[src/rtl/core_pkg.sv]
// Shared core types: ALU op encoding, opcodes, decoded bundle.
// Imported by decode, skid buffer and the ALU.
package core_pkg;

  typedef enum logic [3:0] {
    ALU_ADD  = 4'd0,
    ALU_SUB  = 4'd1,
    ALU_SLL  = 4'd2,
    ALU_SLT  = 4'd3,
    ALU_SLTU = 4'd4,
    ALU_XOR  = 4'd5,
    ALU_SRL  = 4'd6,
    ALU_SRA  = 4'd7,
    ALU_OR   = 4'd8,
    ALU_AND  = 4'd9,
    ALU_BEQ  = 4'd10,
    ALU_BNE  = 4'd11,
    ALU_BLT  = 4'd12,
    ALU_BGE  = 4'd13,
    ALU_BLTU = 4'd14,
    ALU_BGEU = 4'd15
  } alu_op_e;

  localparam logic [6:0] OPC_OP     = 7'b0110011;
  localparam logic [6:0] OPC_OPIMM  = 7'b0010011;
  localparam logic [6:0] OPC_BRANCH = 7'b1100011;
  localparam logic [6:0] OPC_LOAD   = 7'b0000011;
  localparam logic [6:0] OPC_STORE  = 7'b0100011;
  localparam logic [6:0] OPC_LUI    = 7'b0110111;
  localparam logic [6:0] OPC_AUIPC  = 7'b0010111;
  localparam logic [6:0] OPC_JAL    = 7'b1101111;
  localparam logic [6:0] OPC_JALR   = 7'b1100111;

  typedef enum logic [1:0] {
    SB_EMPTY = 2'd0,
    SB_ONE   = 2'd1,
    SB_FULL  = 2'd2
  } sb_state_e;

  typedef struct packed {
    alu_op_e     alu_op;
    logic [4:0]  rs1;
    logic [4:0]  rs2;
    logic [4:0]  rd;
    logic [31:0] imm;
    logic [31:0] pc;
    logic        use_imm;
    logic        reg_write;
    logic        is_branch;
    logic        is_load;
    logic        is_store;
    logic        is_jump;
    logic        illegal;
  } dec_t;

  function automatic alu_op_e alu_map(
    logic [2:0] f3,
    logic       alt
  );
    unique case (f3)
      3'b000: return alt ? ALU_SUB : ALU_ADD;
      3'b001: return ALU_SLL;
      3'b010: return ALU_SLT;
      3'b011: return ALU_SLTU;
      3'b100: return ALU_XOR;
      3'b101: return alt ? ALU_SRA : ALU_SRL;
      3'b110: return ALU_OR;
      default: return ALU_AND;
    endcase
  endfunction

endpackage

[src/rtl/decode_unit_if.sv]
// Decode stage handshake bus: upstream instr in,
// decoded bundle out, plus flush and illegal count.
interface decode_unit_if;
  import core_pkg::*;

  logic        in_valid_i;
  logic        in_ready_o;
  logic [31:0] instr_i;
  logic [31:0] pc_i;
  logic        flush_i;
  logic        out_valid_o;
  logic        out_ready_i;
  alu_op_e     alu_op_o;
  logic [4:0]  rs1_o;
  logic [4:0]  rs2_o;
  logic [4:0]  rd_o;
  logic [31:0] imm_o;
  logic [31:0] pc_o;
  logic        use_imm_o;
  logic        reg_write_o;
  logic        is_branch_o;
  logic        is_load_o;
  logic        is_store_o;
  logic        is_jump_o;
  logic        illegal_o;
  logic [15:0] illegal_cnt_o;

  modport master (
    output in_valid_i, instr_i, pc_i,
    output flush_i, out_ready_i,
    input  in_ready_o, out_valid_o,
    input  alu_op_o, rs1_o, rs2_o, rd_o,
    input  imm_o, pc_o, use_imm_o,
    input  reg_write_o, is_branch_o,
    input  is_load_o, is_store_o,
    input  is_jump_o, illegal_o,
    input  illegal_cnt_o
  );

  modport slave (
    input  in_valid_i, instr_i, pc_i,
    input  flush_i, out_ready_i,
    output in_ready_o, out_valid_o,
    output alu_op_o, rs1_o, rs2_o, rd_o,
    output imm_o, pc_o, use_imm_o,
    output reg_write_o, is_branch_o,
    output is_load_o, is_store_o,
    output is_jump_o, illegal_o,
    output illegal_cnt_o
  );

endinterface

[src/rtl/skid_buf.sv]
// Two-entry (main + skid) buffer for pipeline bundles.
// Ready comes only from the state register.
module skid_buf
  import core_pkg::*;
#(
  parameter type T = logic
) (
  input  logic clk,
  input  logic rst_n,
  input  logic flush,
  input  logic in_valid,
  output logic in_ready,
  input  T     in_data,
  output logic out_valid,
  input  logic out_ready,
  output T     out_data
);

  sb_state_e state_q;
  sb_state_e state_d;
  T          main_q;
  T          skid_q;
  logic      in_hs;
  logic      out_hs;
  logic      ld_main_in;
  logic      ld_main_skid;
  logic      ld_skid;

  assign in_ready  = (state_q != SB_FULL);
  assign out_valid = (state_q != SB_EMPTY);
  assign out_data  = main_q;
  assign in_hs     = in_valid && in_ready;
  assign out_hs    = out_valid && out_ready;

  // Occupancy state register
  always_ff @(posedge clk or negedge rst_n) begin
    if (!rst_n) state_q <= SB_EMPTY;
    else        state_q <= state_d;
  end

  // Next occupancy and payload load selects; flush wins
  always_comb begin
    state_d      = state_q;
    ld_main_in   = 1'b0;
    ld_main_skid = 1'b0;
    ld_skid      = 1'b0;
    if (flush) begin
      state_d = SB_EMPTY;
    end else begin
      unique case (state_q)
        SB_EMPTY: begin
          if (in_hs) begin
            state_d    = SB_ONE;
            ld_main_in = 1'b1;
          end
        end
        SB_ONE: begin
          if (in_hs && out_hs) begin
            ld_main_in = 1'b1;
          end else if (in_hs) begin
            state_d = SB_FULL;
            ld_skid = 1'b1;
          end else if (out_hs) begin
            state_d = SB_EMPTY;
          end
        end
        SB_FULL: begin
          if (out_hs) begin
            state_d      = SB_ONE;
            ld_main_skid = 1'b1;
          end
        end
        default: state_d = SB_EMPTY;
      endcase
    end
  end

  // Payload storage
  always_ff @(posedge clk or negedge rst_n) begin
    if (!rst_n) begin
      main_q <= '0;
      skid_q <= '0;
    end else begin
      if (ld_main_in)        main_q <= in_data;
      else if (ld_main_skid) main_q <= skid_q;
      if (ld_skid)           skid_q <= in_data;
    end
  end

endmodule

[src/rtl/decode_unit.sv]
// RV32I decode stage: combinational decode into a skid
// buffer, plus a saturating count of delivered illegals.
module decode_unit
  import core_pkg::*;
#(
  parameter int DATA_WIDTH = 32
) (
  input logic          clk,
  input logic          rst_n,
  decode_unit_if.slave bus
);

  logic [DATA_WIDTH-1:0] ins;
  logic [6:0]            opc;
  logic [2:0]            f3;
  logic [6:0]            f7;
  logic [31:0]           imm_i;
  logic [31:0]           imm_s;
  logic [31:0]           imm_b;
  logic [31:0]           imm_u;
  logic [31:0]           imm_j;
  logic                  legal;
  dec_t                  dec;
  dec_t                  head;
  logic [15:0]           ill_cnt_q;

  assign ins = bus.instr_i;
  assign opc = ins[6:0];
  assign f3  = ins[14:12];
  assign f7  = ins[31:25];

  assign imm_i = {{20{ins[31]}}, ins[31:20]};
  assign imm_s = {{20{ins[31]}}, ins[31:25], ins[11:7]};
  assign imm_b = {{19{ins[31]}}, ins[31], ins[7],
                  ins[30:25], ins[11:8], 1'b0};
  assign imm_u = {ins[31:12], 12'b0};
  assign imm_j = {{11{ins[31]}}, ins[31], ins[19:12],
                  ins[20], ins[30:21], 1'b0};

  // Decode the incoming word into a bundle
  always_comb begin
    dec       = '0;
    legal     = 1'b1;
    dec.alu_op = ALU_ADD;
    dec.rs1   = ins[19:15];
    dec.rs2   = ins[24:20];
    dec.rd    = ins[11:7];
    dec.pc    = bus.pc_i;
    unique case (opc)
      OPC_OP: begin
        dec.reg_write = 1'b1;
        dec.alu_op    = alu_map(f3, f7[5]);
        legal = (f7 == 7'h00) ||
                (f7 == 7'h20 &&
                 (f3 == 3'b000 || f3 == 3'b101));
      end
      OPC_OPIMM: begin
        dec.reg_write = 1'b1;
        dec.use_imm   = 1'b1;
        dec.imm       = imm_i;
        dec.alu_op    = alu_map(f3,
                          f3 == 3'b101 && f7[5]);
        if (f3 == 3'b001)
          legal = (f7 == 7'h00);
        else if (f3 == 3'b101)
          legal = (f7 == 7'h00) || (f7 == 7'h20);
      end
      OPC_BRANCH: begin
        dec.is_branch = 1'b1;
        dec.imm       = imm_b;
        unique case (f3)
          3'b000:  dec.alu_op = ALU_BEQ;
          3'b001:  dec.alu_op = ALU_BNE;
          3'b100:  dec.alu_op = ALU_BLT;
          3'b101:  dec.alu_op = ALU_BGE;
          3'b110:  dec.alu_op = ALU_BLTU;
          3'b111:  dec.alu_op = ALU_BGEU;
          default: legal = 1'b0;
        endcase
      end
      OPC_LOAD: begin
        dec.is_load   = 1'b1;
        dec.use_imm   = 1'b1;
        dec.reg_write = 1'b1;
        dec.imm       = imm_i;
      end
      OPC_STORE: begin
        dec.is_store = 1'b1;
        dec.use_imm  = 1'b1;
        dec.imm      = imm_s;
      end
      OPC_LUI, OPC_AUIPC: begin
        dec.use_imm   = 1'b1;
        dec.reg_write = 1'b1;
        dec.imm       = imm_u;
      end
      OPC_JAL: begin
        dec.is_jump   = 1'b1;
        dec.use_imm   = 1'b1;
        dec.reg_write = 1'b1;
        dec.imm       = imm_j;
      end
      OPC_JALR: begin
        dec.is_jump   = 1'b1;
        dec.use_imm   = 1'b1;
        dec.reg_write = 1'b1;
        dec.imm       = imm_i;
      end
      default: legal = 1'b0;
    endcase
    if (!legal) begin
      dec.alu_op    = ALU_ADD;
      dec.imm       = '0;
      dec.use_imm   = 1'b0;
      dec.reg_write = 1'b0;
      dec.is_branch = 1'b0;
      dec.is_load   = 1'b0;
      dec.is_store  = 1'b0;
      dec.is_jump   = 1'b0;
      dec.illegal   = 1'b1;
    end
    if (dec.rd == 5'd0) dec.reg_write = 1'b0;
  end

  skid_buf #(
    .T(dec_t)
  ) u_skid (
    .clk      (clk),
    .rst_n    (rst_n),
    .flush    (bus.flush_i),
    .in_valid (bus.in_valid_i),
    .in_ready (bus.in_ready_o),
    .in_data  (dec),
    .out_valid(bus.out_valid_o),
    .out_ready(bus.out_ready_i),
    .out_data (head)
  );

  // Count illegal bundles leaving the stage, saturating
  always_ff @(posedge clk or negedge rst_n) begin
    if (!rst_n) begin
      ill_cnt_q <= '0;
    end else if (bus.out_valid_o && bus.out_ready_i &&
                 head.illegal && ill_cnt_q != 16'hFFFF) begin
      ill_cnt_q <= ill_cnt_q + 16'd1;
    end
  end

  assign bus.alu_op_o      = head.alu_op;
  assign bus.rs1_o         = head.rs1;
  assign bus.rs2_o         = head.rs2;
  assign bus.rd_o          = head.rd;
  assign bus.imm_o         = head.imm;
  assign bus.pc_o          = head.pc;
  assign bus.use_imm_o     = head.use_imm;
  assign bus.reg_write_o   = head.reg_write;
  assign bus.is_branch_o   = head.is_branch;
  assign bus.is_load_o     = head.is_load;
  assign bus.is_store_o    = head.is_store;
  assign bus.is_jump_o     = head.is_jump;
  assign bus.illegal_o     = head.illegal;
  assign bus.illegal_cnt_o = ill_cnt_q;

endmodule

[src/flat_wrapper.sv]
// flat-port wrapper written by rule: the top's interface ports become plain ports
module decode_unit_flat import core_pkg::*;
#(
  parameter int DATA_WIDTH = 32
)
  (clk, rst_n, bus_in_valid_i, bus_instr_i, bus_pc_i, bus_flush_i, bus_out_ready_i, bus_in_ready_o, bus_out_valid_o, bus_alu_op_o, bus_rs1_o, bus_rs2_o, bus_rd_o, bus_imm_o, bus_pc_o, bus_use_imm_o, bus_reg_write_o, bus_is_branch_o, bus_is_load_o, bus_is_store_o, bus_is_jump_o, bus_illegal_o, bus_illegal_cnt_o);
  decode_unit_if bus_i ();
  input logic clk;
  input logic rst_n;
  input wire logic [$bits(bus_i.in_valid_i)-1:0] bus_in_valid_i;
  input wire logic [$bits(bus_i.instr_i)-1:0] bus_instr_i;
  input wire logic [$bits(bus_i.pc_i)-1:0] bus_pc_i;
  input wire logic [$bits(bus_i.flush_i)-1:0] bus_flush_i;
  input wire logic [$bits(bus_i.out_ready_i)-1:0] bus_out_ready_i;
  output wire logic [$bits(bus_i.in_ready_o)-1:0] bus_in_ready_o;
  output wire logic [$bits(bus_i.out_valid_o)-1:0] bus_out_valid_o;
  output wire logic [$bits(bus_i.alu_op_o)-1:0] bus_alu_op_o;
  output wire logic [$bits(bus_i.rs1_o)-1:0] bus_rs1_o;
  output wire logic [$bits(bus_i.rs2_o)-1:0] bus_rs2_o;
  output wire logic [$bits(bus_i.rd_o)-1:0] bus_rd_o;
  output wire logic [$bits(bus_i.imm_o)-1:0] bus_imm_o;
  output wire logic [$bits(bus_i.pc_o)-1:0] bus_pc_o;
  output wire logic [$bits(bus_i.use_imm_o)-1:0] bus_use_imm_o;
  output wire logic [$bits(bus_i.reg_write_o)-1:0] bus_reg_write_o;
  output wire logic [$bits(bus_i.is_branch_o)-1:0] bus_is_branch_o;
  output wire logic [$bits(bus_i.is_load_o)-1:0] bus_is_load_o;
  output wire logic [$bits(bus_i.is_store_o)-1:0] bus_is_store_o;
  output wire logic [$bits(bus_i.is_jump_o)-1:0] bus_is_jump_o;
  output wire logic [$bits(bus_i.illegal_o)-1:0] bus_illegal_o;
  output wire logic [$bits(bus_i.illegal_cnt_o)-1:0] bus_illegal_cnt_o;
  assign bus_i.in_valid_i = bus_in_valid_i;
  assign bus_i.instr_i = bus_instr_i;
  assign bus_i.pc_i = bus_pc_i;
  assign bus_i.flush_i = bus_flush_i;
  assign bus_i.out_ready_i = bus_out_ready_i;
  assign bus_in_ready_o = bus_i.in_ready_o;
  assign bus_out_valid_o = bus_i.out_valid_o;
  assign bus_alu_op_o = bus_i.alu_op_o;
  assign bus_rs1_o = bus_i.rs1_o;
  assign bus_rs2_o = bus_i.rs2_o;
  assign bus_rd_o = bus_i.rd_o;
  assign bus_imm_o = bus_i.imm_o;
  assign bus_pc_o = bus_i.pc_o;
  assign bus_use_imm_o = bus_i.use_imm_o;
  assign bus_reg_write_o = bus_i.reg_write_o;
  assign bus_is_branch_o = bus_i.is_branch_o;
  assign bus_is_load_o = bus_i.is_load_o;
  assign bus_is_store_o = bus_i.is_store_o;
  assign bus_is_jump_o = bus_i.is_jump_o;
  assign bus_illegal_o = bus_i.illegal_o;
  assign bus_illegal_cnt_o = bus_i.illegal_cnt_o;
  decode_unit #(.DATA_WIDTH(DATA_WIDTH)) u_core (.clk(clk), .rst_n(rst_n), .bus(bus_i));
endmodule
[config.mk]
export PLATFORM = sky130hd
export DESIGN_NAME = decode_unit_flat
export DESIGN_NICKNAME = d
export VERILOG_FILES = /design/src/rtl/core_pkg.sv /design/src/rtl/decode_unit_if.sv /design/src/rtl/skid_buf.sv /design/src/rtl/decode_unit.sv /design/src/flat_wrapper.sv
export SDC_FILE = /design/constraint.sdc
export NUM_CORES = 1
export LEC_CHECK = 0
export ABC_AREA = 1
export BUFFER_PORTS_ARGS = -buffer_cell sky130_fd_sc_hd__buf_4
export CAP_MARGIN = 20
export CORE_MARGIN = 10
export CORE_UTILIZATION = 40
export DETAILED_ROUTE_END_ITERATION = 6
export GPL_ROUTABILITY_DRIVEN = 0
export PLACE_DENSITY = 0.66
export SYNTH_ARGS = -nofsm -noshare
export SYNTH_HDL_FRONTEND = slang
export SYNTH_SLANG_ARGS = --single-unit
export TNS_END_PERCENT = 1
[constraint.sdc]
create_clock -name clk -period 4.4 [get_ports clk]
set_input_delay 0.88 -clock clk [delete_from_list [all_inputs] [get_ports clk]]
set_output_delay 0.88 -clock clk [all_outputs]
set_load 0.05 [all_outputs]
# --- Yosys cells after proc, flatten, opt, wreduce, memory -nomap -nowiden ---
# Index checks and enable logic that the tools add are counted.
totals:
  word_cells: 120
  register_bits: 198
  in_bits: 69
classes:
  n_reduce_logical: 24
  muxes: 42
  eq_ne: 25
  addsub: 1
op_table:
  columns: ["op", "count"]
  rows:
  - ["90-bit two-way mux", 2]
  - ["32-bit one-hot mux with 5 select lines", 1]
  - ["4-bit one-hot mux with 7 select lines", 2]
  - ["32-bit two-way mux", 1]
  - ["7-bit by 6-bit equality test with 1-bit output (second input constant)", 4]
  - ["4-bit one-hot mux with 6 select lines", 1]
  - ["1-bit two-way mux", 23]
  - ["7-bit equality test (second input constant)", 3]
  - ["16-bit by 1-bit adder with 16-bit output (second input constant)", 1]
  - ["16-bit != test (second input constant)", 1]
  - ["7-bit by 5-bit equality test with 1-bit output (second input constant)", 2]
  - ["7-bit OR reduction", 2]
  - ["3-bit equality test (second input constant)", 4]
  - ["2-bit two-way mux", 6]
  - ["4-bit one-hot mux with 3 select lines", 1]
  - ["6-bit OR reduction", 2]
  - ["3-bit != test (second input constant)", 3]
  - ["7-bit by 2-bit equality test with 1-bit output (second input constant)", 1]
  - ["1-bit logical AND", 7]
  - ["7-bit zero test", 1]
  - ["7-bit two-way mux", 1]
  - ["3-bit by 2-bit equality test with 1-bit output (second input constant)", 2]
  - ["2-bit one-hot mux with 3 select lines", 1]
  - ["5-bit zero test", 1]
  - ["15 further kinds", 19]

# --- Depth between registers and ports, before layout ---
# Gate-level depths: netlist (run 1).
depth:
  word_depth: 8
  depth_mapped: 12
  ltp_nobuf: 10

# --- Hierarchy ---
# A second synthesis (run 1) with hierarchy kept.
hier_totals:
  hier_cells: 1472
  area_unflattened_um2: 10801.6
by_module_without_submodules:
  columns: ["module", "seq_area_each_um2", "area_each_um2", "cells_each", "n_inst"]
  rows:
  - ["skid_buf", 4554.4, 8589.5, 1098, 1]
  - ["decode_unit", 400.4, 2212.1, 374, 1]

# --- Least setup slack after synthesis (run 1) ---
# OpenSTA, ideal clock, no wires.
synth_timing:
  path_kind: "input to register"
  startpoint: "in bus_instr_i[14]"
  endpoint: "reg u_core.u_skid.skid_q[43] (netlist name)"
  n_path_buf: 2
  arrival_ns: 1.918
  stages: 10
  setup_slack_ns: 2.364
  setup_ns: 0.118
  cell_sequence: "inv_1 -> ha_1 -> nand3b_1 -> nand2_1 -> nor2_1 -> nand3_2 -> buf_6 -> buf_6 -> nand3_1 -> nand2_1"
synth_via:
  elab_chain_cells: 6
synth_lines:
  columns: ["element", "line_no", "rtl"]
  rows:
  - ["from (decl)", "flat_wrapper.sv:11", "input wire logic [$bits(bus_i.instr_i)-1:0] bus_instr_i;"]
  - ["branches (longest 4 deep; another with 6-bit OR reduction)", null, null]
  - ["1-bit one-hot mux with 4 select lines *", "decode_unit.sv:49", "unique case (opc)"]
  - ["32-bit two-way mux *", "decode_unit.sv:111", "if (!legal) begin"]
  - ["to (signal assigned)", "skid_buf.sv:86", "if (ld_skid) skid_q <= in_data;"]
  - ["to (decl)", "skid_buf.sv:22", "T skid_q;"]
# Mark *: on every way between the ends.
# A chain may end at the register's enable or synchronous reset.

# --- Worst setup path in the final report (run 1) ---
layout_timing:
  startpoint: "in bus_flush_i"
  endpoint: "reg u_core.u_skid.main_q, in the netlist u_core.u_skid.out_data[79]"
layout_via:
  elab_chain_cells: 2
layout_lines:
  columns: ["element", "line_no", "rtl"]
  rows:
  - ["from (decl)", "flat_wrapper.sv:13", "input wire logic [$bits(bus_i.flush_i)-1:0] bus_flush_i;"]
  - ["1-bit two-way mux", "skid_buf.sv:47", "if (flush) begin"]
  - ["90-bit two-way mux or 2-bit nonzero test (tied branches)", null, null]
  - ["to (signal assigned)", "skid_buf.sv:84", "if (ld_main_in) main_q <= in_data;"]
  - ["to (signal assigned)", "skid_buf.sv:85", "else if (ld_main_skid) main_q <= skid_q;"]
  - ["to (decl)", "skid_buf.sv:21", "T main_q;"]
# Parallel ways exist; a longest one is shown, timed or not.

==> impl_metrics.py, run 1 <==
metrics = {
    "sta": {
        "final.setup.tns_ns": 0,
        "period_minus_slack_ns": 2.715,
        "fin_worst_skew_ns": 0.009967,
        "max_slew.worst_pin.slew_ns": 0.9345,
        "slew_headroom_pct": 37.61,
        "slew_viol_final": 0,
        "fin_crit_sh_pct": 61.71,
        "setup_viol": 0,
        "finalHoldViolCount": 0,
        "max_clock_freq_mhz": 368.3,
        "rsz0062_at_grt": "false",
    },
    "cts": {
        "clkTransAtPathRegs_ns": 0.07,
        "h-tree-depth": 4,
        "cts_buffer_depth": 2,
        "cts_sinks": 198,
        "postCtsHoldBufs": 0,
        "numCtsBuffers": 17,
        "cts_resized": 0,
        "cts-root-buf": "clkbuf_16",
        "clk_latency_ns": 0.44,
        "cts_setup_buffers": 0,
        "cts_tree": "yes",
    },
    "yosys": {
        "synth_adder_area_share_pct": 0.6559,
        "synthFlopType": "dfrtp_1",
        "synth_edf_count": 0,
        "yosysSeqAreaShare_pct": 51.95,
        "synth_top_family_by_area": "simple AND/OR/NAND/NOR gates",
        "ys_types": 33,
        "synth.area.mux_share_pct": 0,
        "async_reset_ff_share_pct": 100.0,
        "yosysWarningCount": 0,
        "syn_avg_cell_area_sq_um": 7.915,
        "mappedNetlistArea_sq_um": 9538,
        "syn_nets": 1279,
        "ys_ff_latch": 198,
        "synth-simple-area-share_pct": 29.56,
        "synth_xor_area_share_pct": 1.377,
        "synth_cells": 1205,
        "synth-compound-area-share_pct": 8.081,
    },
    "hold_path": {
        "hold_path_class": "in2async",
    },
    "global_routing": {
        "grt_pass1_wl_microns": 44980,
        "grt_max_degree": 135,
        "antenna_found_initial": 1,
        "grt_pass1_vias": 8217,
        "gr-usage-all-layers_pct": 18.25,
        "grt_overflow_total": 0,
    },
    "worst_setup_path": {
        "cp.required_ns": 4.74,
        "regToRegStartpoint": "u_core.u_skid.state_q[1]",
        "r2r_cells": 6,
        "worst_r2r_endpoint": "u_core.u_skid.out_data[79]",
        "path_buf_inv": 3,
        "end_kind": "register",
        "crit_slowest_cell": "inv_2",
        "crit_path_max_fanout": 42,
        "regToRegSetupSlack_ns": 1.81,
        "cp-start-kind": "primary input",
        "max_stage_delay_ns": 0.82,
        "cp_top_family": "buffers and inverters",
        "cp_data_arrival_time_ns": 3.06,
        "crit_chain": "buf_4 > nor2_1 > nand3_4 > inv_2 > buf_12 > nand2_1 > o211ai_1",
        "critPathKind": "in2reg",
    },
    "routing": {
        "drc_errors": 0,
        "firstDrtPassIters": 5,
        "post_drt_wl_per_cell_microns": 16.84,
        "drt-total-wl_microns": 28210,
        "antenna_left": 0,
        "viasPerCell": 5.073,
        "drt-initial-drc-count": 877,
        "via_count": 8498,
    },
    "floorplanning": {
        "io_pins": 177,
        "die_width_microns": 174.4,
        "dieArea_sq_um": 30420,
        "die_h_microns": 174.4,
        "floorplan.initialDensity_pct": 40.63,
        "core_sq_um": 23470,
        "std_cell_rows": 56,
    },
    "placement": {
        "io_buffers": 176,
        "place_area_sq_um": 11110,
        "post-dp-hpwl_microns": 18640,
    },
    "power_and_ir_drop": {
        "peakVddDrop_mv": 0.2651,
        "finalPower_mw": 5.667,
        "power_density_nw_per_um2": 483.2,
        "p_leak_nw": 6.203,
    },
    "status": {
        "status": "complete, no violations",
    },
    "layout": {
        "layout-drive-gt1-share_pct": 17.49,
        "finish.utilization_pct": 49.97,
        "design_area_sq_um": 11730,
        "nNetsFinal": 1416,
        "area_growth_pct": 22.97,
    },
    "flow_run": {
        "maxCapViolations": 0,
    },
}
-- logic make-up (layout without fill, tap and decap cells) --
kind of cell,after synthesis,in the layout
xor+xnor,15,15
fa+ha+maj,5,5
compound gates,126,126
simple gates,664,664
other cells,0,1
buf+inv,197,347
flops,198,198
-- metal layers --
layer	up-vias	share of wire, %	global-route usage [%]
li1	4136	-	-
met2	292	47	29.29
met5	-	0	0
met1	4024	44	23.85
met3	46	6.5	3.445
met4	0	2.7	7.089
-- registers in the layout, summed over array words and instances (netlist names) --
register / cells
u_core.bus.illegal_cnt_o: 16
u_core.u_skid.out_data: 90
u_core.u_skid.state_q: 2
u_core.u_skid.skid_q: 90
-- synth_stat cells, types with 2 or more instances --
cell / number / share of area [%]
a21oi_1: 6 / 0.31
buf_1: 13 / 0.51
buf_2: 24 / 1.3
buf_6: 4 / 0.47
clkbuf_1: 27 / 1.1
dfrtp_1: 198 / 52
ha_1: 5 / 0.66
inv_1: 123 / 4.8
inv_2: 5 / 0.20
nand2_1: 412 / 16
nand2_2: 6 / 0.39
nand3_1: 193 / 10
nand3_2: 2 / 0.21
nand3b_1: 2 / 0.16
nand4_1: 4 / 0.26
nor2_1: 31 / 1.2
nor3_1: 10 / 0.52
o211ai_1: 48 / 3.8
o21ai_0: 64 / 3.4
o221ai_1: 2 / 0.18
xnor2_1: 5 / 0.46
xor2_1: 10 / 0.92
-- placed cells by master, fill, tap and decap left out, types with 2 or more instances in the layout --
cell type   netlist  routed
a21oi_1           6       6
bufinv_16         0       3
inv_2             5       5
clkinv_4          0       2
nand3_1         193     191
nand2_1         412     412
o221ai_1          2       2
nor3_1           10      10
buf_12            0       4
nand3_2           2       2
nand3b_1          2       2
inv_6             0       2
o211ai_1         48      48
nand3_4           0       2
ha_1              5       5
nand4_1           4       4
nor2_1           31      31
xnor2_1           5       5
o21ai_0          64      64
nand2_2           6       6
clkbuf_16         0      17
dfrtp_1         198     198
inv_8             0       3
clkinvlp_4        0       4
xor2_1           10      10
buf_4             0     181
inv_1           123     123
-- area by class of cell --
type	instances	area [sq um]
Timing Repair Buffer	186	1453
Multi-Input combinational cell	810	3816
Sequential cell	198	4955
Tap cell	319	399.1
Antenna cell	1	2.502
Clock inverter	15	193.9
Fill cell	2245	11740
Inverter	129	484.2
Clock buffer	17	425.4
-- worst reg2reg max path, stage by stage (launching register included) --
cell	delay, ns
dfrtp_1	0.43
nor2_1	0.26
nand3_4	0.45
inv_2	0.82
buf_12	0.33
nand2_1	0.10
o211ai_1	0.11
-- metrics by stage --
stage | std cells | worst slack [ns] | hold WS (ns)
after detailed placement | 1642 | 1.194 | 0.4651
after global routing | 1675 | 1.494 | 0.4931
after CTS | 1674 | 1.640 | 0.4798
after floorplan | 1205 | 2.364 | 0.4494
after global placement | 1642 | 1.254 | 0.4608
final | 1675 | 1.685 | 0.4522
-- power breakdown --
part / switching (mW) / internal, mW / total (mW)
registers: 0.185 / 2.20 / 2.38
logic: 1.14 / 0.482 / 1.62
clock network: 0.751 / 0.912 / 1.66
total: 2.08 / 3.59 / 5.67
-- worst max-delay path by stage --
stage,from,to,slack [ns],cells after the start
after global placement,bus_flush_i,u_core.u_skid.out_data[41],1.25,7
after floorplan,bus_instr_i[14],u_core.u_skid.skid_q[43],2.36,10
after CTS,bus_flush_i,u_core.u_skid.out_data[79],1.64,7
after global routing,bus_flush_i,u_core.u_skid.out_data[53],1.49,7
final,bus_flush_i,u_core.u_skid.out_data[79],1.68,7
after detailed placement,bus_flush_i,u_core.u_skid.out_data[42],1.19,7
Note: power is estimated with default switching activity, not from simulation.
==> run 2, diff against run 1 <==
Clock period 4.4 ns to 2.55 ns, I/O delays scaled along.
==> run 2 against run 1 <==
  * The flow now finishes with violations (DRC)
  * Sequential share of layout area shrank 0.15 points
  * Count of clock-buffer cells in the layout increased by 2
  * First-iteration DRC count increased by 5.9%
==> impl_metrics.py, run 2 (same netlist as run 1, synthesis figures left out) <==
metrics = {
    "routing": {
        "drt-initial-drc-count": 929,
        "via_count": 8538,
        "firstDrtPassIters": 7,
        "post_drt_wl_per_cell_microns": 16.83,
        "viasPerCell": 5.070,
        "drt-total-wl_microns": 28350,
        "antenna_left": 0,
        "drc_errors": 1,
    },
    "floorplanning": {
        "dieArea_sq_um": 30420,
        "core_sq_um": 23470,
        "io_pins": 177,
        "die_width_microns": 174.4,
        "std_cell_rows": 56,
        "die_h_microns": 174.4,
        "floorplan.initialDensity_pct": 40.63,
    },
    "power_and_ir_drop": {
        "switching_power_mw": 3.582,
        "power_density_nw_per_um2": 811.4,
        "p_leak_nw": 6.245,
        "swShare_pct": 37.51,
        "seqPwrFrac_pct": 43.0,
        "finalPower_mw": 9.550,
        "internal_power_mw": 5.968,
        "pwr-share-clk_pct": 27.4,
        "combPwrFrac_pct": 29.6,
        "peakVddDrop_mv": 0.4618,
    },
    "sta": {
        "final.setup.tns_ns": 0,
        "rsz0062_at_grt": "false",
        "fin_worst_skew_ns": 0.01261,
        "max_clock_freq_mhz": 507.1,
        "slew_headroom_pct": 55.80,
        "finalHoldViolCount": 0,
        "fin_crit_sh_pct": 77.33,
        "period_minus_slack_ns": 1.972,
        "max_slew.worst_pin.slew_ns": 0.6630,
        "fin_hold_ws_ns": 0.04448,
        "setup_viol": 0,
        "slew_viol_final": 0,
    },
    "worst_setup_path": {
        "cp-start-kind": "register",
        "end_kind": "register",
        "crit_path_max_fanout": 130,
        "cp.required_ns": 2.83,
        "critPathKind": "reg2reg",
        "cp_data_arrival_time_ns": 2.25,
    },
    "placement": {
        "io_buffers": 176,
        "post-dp-hpwl_microns": 19110,
    },
    "global_routing": {
        "grt_overflow_total": 0,
        "antenna_found_initial": 0,
        "grt_pass1_wl_microns": 46950,
        "grt_pass1_vias": 8527,
        "gr-usage-all-layers_pct": 18.83,
        "grt_max_degree": 135,
    },
    "cts": {
        "clkTransAtPathRegs_ns": 0.07,
        "postCtsHoldBufs": 0,
        "clk_latency_ns": 0.43,
        "cts_buffer_depth": 2,
        "h-tree-depth": 4,
        "cts_setup_buffers": 0,
        "cts_resized": 0,
        "numCtsBuffers": 17,
        "cts_tree": "yes",
        "cts-root-buf": "clkbuf_16",
        "cts_sinks": 198,
    },
    "layout": {
        "nNetsFinal": 1426,
        "layout_common_cells": "nand2_1 (412), dfrtp_1 (198), nand3_1 (191)",
        "layout-drive-gt1-share_pct": 18.10,
        "diodes": 0,
        "area_growth_pct": 23.40,
        "mostFrequentLayoutCell": "nand2_1",
    },
    "status": {
        "status": "complete, but fails checks",
        "violations": "DRC",
    },
    "flow_run": {
        "maxCapViolations": 0,
    },
    "hold_path": {
        "hold_path_class": "in2async",
    },
}
==> run 2: power by group through the flow <==
| stage | Sequential, mW | Combinational (mW) | Clock, mW |
|---|---|---|---|
| global placement | 4.15 | 2.80 | 0 |
| CTS | 4.11 | 2.86 | 2.69 |
| detailed placement | 4.17 | 2.85 | 0 |
| global route | 4.19 | 3.08 | 2.82 |
| floorplan | 5.06 | 0.923 | 0 |
| finish | 4.11 | 2.82 | 2.62 |
==> run 2: through the flow <==
stage          instances  area [sq um]  utilization (%)  setup WS [ns]
2_1_floorplan       1205          9538                -         0.5283
3_3_place_gp        1652         11210            47.75         0.5070
3_5_place_dp        1652         11210            47.75         0.4544
4_1_cts             1684         11770            50.14         0.5906
5_1_grt             1684         11770            50.14         0.3114
6_report            1684         11770            50.14         0.5781
==> run 2: per-layer routing <==
metal	part of all wire, %	global-route usage [%]	vias to the layer above
li1	-	-	4148
met1	44	24.75	4058
met2	48	30.21	288
met3	5.9	3.424	44
met4	2.6	7.196	0
met5	0	0	-
==> run 2: cell type report <==
| class | instances | area, sq um |
|---|---|---|
| multi-input combinational | 810 | 3816 |
| tap | 319 | 399.1 |
| inverter | 129 | 484.2 |
| clock buffer | 19 | 452.9 |
| clock inverter | 13 | 110.1 |
| sequential | 198 | 4955 |
| timing repair buffer | 196 | 1553 |
| fill | 2252 | 11700 |
==> run 2: worst paths after layout <==
kind / start / end / slack [ns] / depth (start not counted)
worst max-delay path: u_core.u_skid.state_q[1] / u_core.u_skid.skid_q[9] / 0.58 / 5
worst min-delay path: rst_n / u_core.u_skid.out_data[16] / 0.04 / 1
worst max register to register: u_core.u_skid.state_q[1] / u_core.u_skid.skid_q[9] / 0.58 / 5
worst min register to register: u_core.u_skid.skid_q[69] / u_core.u_skid.skid_q[69] / 0.48 / 2
max in group asynchronous: rst_n / u_core.u_skid.out_data[59] / 1.88 / 2
min in group clk: bus_pc_i[10] / u_core.u_skid.skid_q[17] / 0.29 / 3
==> run 2: worst max-delay path: stages (launching register included) <==
cell,delay (ns)
dfrtp_1,0.43
nor2_1,0.26
nand3_1,0.20
a21oi_4,0.19
buf_12,0.35
o21ai_0,0.19
==> run 3, diff against run 2 <==
Settings changed: ABC_AREA 1 to 0, PLACE_DENSITY 0.66 to 0.69.
Clock period 2.55 ns to 1.7 ns, I/O delays scaled along.
==> run 3 against run 2 <==
  * The run ends with setup timing left
  * Global-route usage fell by 1.1 points
  * Die area fell by 7.1%
  * Power rose by 37%
  * Clock power rose by 66%
  * Count of clock-buffer cells in the layout did not move
  * Highest routed layer unchanged
==> impl_metrics.py, run 3 <==
metrics = {
    "global_routing": {
        "grt_overflow_total": 0,
        "grt_pass1_vias": 7250,
        "grt_pass1_wl_microns": 40680,
        "grt_max_degree": 40,
        "grt_use_met3_pct": 5.099,
        "grtUsageMet1_pct": 23.89,
        "gr-usage-all-layers_pct": 17.71,
        "grt_busiest_layer": "met2",
        "antenna_found_initial": 0,
        "grtUsageMet2_pct": 27.00,
    },
    "cts": {
        "clk_latency_ns": 0.43,
        "cts_setup_buffers": 0,
        "h-tree-depth": 4,
        "cts_tree": "yes",
        "cts_sinks": 198,
        "cts-root-buf": "clkbuf_16",
        "numCtsBuffers": 17,
        "cts_buffer_depth": 2,
        "clkTransAtPathRegs_ns": 0.07,
    },
    "worst_setup_path": {
        "cp_data_arrival_time_ns": 1.45,
        "crit_chain": "buf_6 > or2_4 > buf_6 > buf_8",
        "cp.required_ns": 1.36,
        "worst_r2r_endpoint": "u_core.u_skid.skid_q[41]",
        "crit_top_cell": "buf_6",
        "max_stage_delay_ns": 0.39,
        "end_kind": "output port",
        "path_buf_inv": 3,
        "crit_path_max_fanout": 5,
        "r2r_cells": 6,
        "cp_top_family": "flip-flops",
        "regToRegStartpoint": "u_core.u_skid.state_q[0]",
        "cp-start-kind": "register",
        "critPathKind": "reg2out",
        "crit_slowest_cell": "dfrtp_1",
        "regToRegSetupSlack_ns": 0,
    },
    "sta": {
        "fin_hold_ws_ns": 0.1463,
        "max_slew.worst_pin.slew_ns": 0.4944,
        "fin_crit_sh_pct": 105.1,
        "slew_headroom_pct": 66.59,
        "slew_viol_final": 0,
        "period_minus_slack_ns": 1.786,
        "layout_setup_ws_ns": -0.08603,
        "final.setup.tns_ns": -0.1453,
        "finalHoldViolCount": 0,
        "max_clock_freq_mhz": 559.9,
        "fin_worst_skew_ns": 0.01021,
        "setup_viol": 3,
        "rsz0062_at_grt": "true",
    },
    "yosys": {
        "ys_ff_latch": 198,
        "synth_cells": 838,
        "synth-simple-area-share_pct": 13.99,
        "synth_top_area_cell": "dfrtp_1",
        "async_reset_ff_share_pct": 100.0,
        "syn_avg_cell_area_sq_um": 10.47,
        "ys_types": 59,
        "mappedNetlistArea_sq_um": 8773,
        "synth_adder_area_share_pct": 0.7131,
        "synth_xor_area_share_pct": 1.497,
        "yosys.area.top_type_share_pct": 56.47,
        "yosysSeqAreaShare_pct": 56.47,
        "synthFlopType": "dfrtp_1",
        "yosysWarningCount": 0,
        "synth_edf_count": 0,
        "syn_nets": 912,
        "synth_area_leaders": "dfrtp_1 (56%), mux2_2 (6.3%), nand2_1 (6.2%)",
        "synthMostInstantiatedCell": "dfrtp_1",
        "synthTopCellsByCount": "dfrtp_1 (198), nand2_1 (146), a21oi_1 (63)",
        "synth_top_family_by_area": "compound AO/OA/AOI/OAI gates",
        "synth-compound-area-share_pct": 17.21,
        "synth.area.mux_share_pct": 6.631,
    },
    "hold_path": {
        "hold_path_class": "in2reg",
        "min_from": "bus_pc_i[2]",
        "hold_end": "u_core.u_skid.out_data[9]",
        "holdPathStages": 3,
    },
    "layout": {
        "mostFrequentLayoutCell": "buf_4",
        "nFillCells": 1912,
        "nNetsFinal": 1144,
        "final_cells": 1363,
        "layout_common_cells": "buf_4 (246), dfrtp_1 (191), nand2_1 (146)",
        "area_growth_pct": 35.71,
        "layout-drive-gt1-share_pct": 37.30,
        "diodes": 0,
    },
    "floorplanning": {
        "io_pins": 177,
        "dieArea_sq_um": 28260,
        "die_h_microns": 168.1,
        "std_cell_rows": 54,
        "core_sq_um": 21690,
        "floorplan.initialDensity_pct": 40.45,
        "die_width_microns": 168.1,
    },
    "routing": {
        "viasPerCell": 5.413,
        "drc_errors": 0,
        "drt-initial-drc-count": 584,
        "post_drt_wl_per_cell_microns": 18.83,
        "firstDrtPassIters": 5,
        "antenna_left": 0,
        "drt-total-wl_microns": 25670,
        "via_count": 7378,
    },
    "power_and_ir_drop": {
        "finalPower_mw": 13.11,
        "power_density_nw_per_um2": 1101,
        "p_leak_nw": 5.791,
        "peakVddDrop_mv": 0.6793,
    },
    "flow_run": {
        "maxCapViolations": 0,
    },
    "placement": {
        "place_inst": 1330,
        "post-dp-hpwl_microns": 18390,
        "pre_cts_slack_ns": -0.4299,
        "io_buffers": 176,
    },
    "status": {
        "status": "complete, but fails checks",
        "violations": "setup timing",
    },
}
[run 3: power breakdown]
group	internal [mW]	leakage (nW)	switching [mW]
Combinational	1.14	2.93	1.92
Sequential	5.35	2.56	0.346
Clock	2.50	0.301	1.87
Total	8.98	5.79	4.13
[run 3: kinds of logic (layout without fill, tap and decap cells)]
| kind of cell | after synthesis | after routing |
|---|---|---|
| adder cells (fa/ha/maj) | 5 | 5 |
| buffers and inverters | 66 | 311 |
| AO/OA/AOI/OAI | 227 | 227 |
| flip-flops | 198 | 198 |
| XOR/XNOR | 15 | 15 |
| multiplexers | 52 | 52 |
| AND/OR/NAND/NOR | 275 | 275 |
[run 3: worst max-delay path by stage]
stage,endpoint,cells after the start,slack (ns),start
2_1_floorplan,u_core.bus.illegal_cnt_o[9],6,-0.18,u_core.bus.illegal_cnt_o[9]
3_3_place_gp,u_core.u_skid.skid_q[41],7,-0.36,bus_instr_i[25]
3_5_place_dp,u_core.u_skid.skid_q[42],7,-0.43,bus_instr_i[25]
4_1_cts,bus_out_valid_o,4,-0.12,u_core.u_skid.state_q[0]
5_1_grt,bus_out_valid_o,4,-0.13,u_core.u_skid.state_q[0]
6_report,bus_out_valid_o,4,-0.09,u_core.u_skid.state_q[0]
[run 3: worst reg2reg max path, stage by stage, from the launching register on]
cell and delay [ns]:
dfrtp_1 0.37, buf_6 0.12, nand2b_1 0.07, or3_4 0.46, or2_4 0.29, buf_6 0.14, o21ai_0 0.17
[run 3: per-stage QoR]
step | cell area (sq um) | utilization, %
after floorplan | 8817 | -
after global placement | 11140 | 51.34
after detailed placement | 11140 | 51.34
after CTS | 11810 | 54.47
after global routing | 11910 | 54.90
final | 11910 | 54.90
[run 3: area by class of cell]
type                       count  area, sq um  area share (%)
clock buffer                  19        432.9           3.636
clock inverter                13        195.2           1.639
tap                          280        350.3           2.942
timing repair buffer         273         2287           19.21
inverter                       6        22.52          0.1892
multi-input combinational    574         3655           30.70
sequential                   198         4964           41.69
[run 3: layer usage]
metal | share of wire (%) | vias to the layer above
li1 | - | 3448
met1 | 45 | 3650
met2 | 46 | 254
met3 | 7.5 | 26
met4 | 1.8 | 0
met5 | 0 | -
[run 3: repair_timing]
item / CTS / global route
gates resized for setup: 12 / 26
pin swaps: 2 / 7
hold buffers: 1 / 0
hold endpoints to repair: 29 / 0
setup endpoints to repair: 126 / 146
gates cloned: 0 / 0
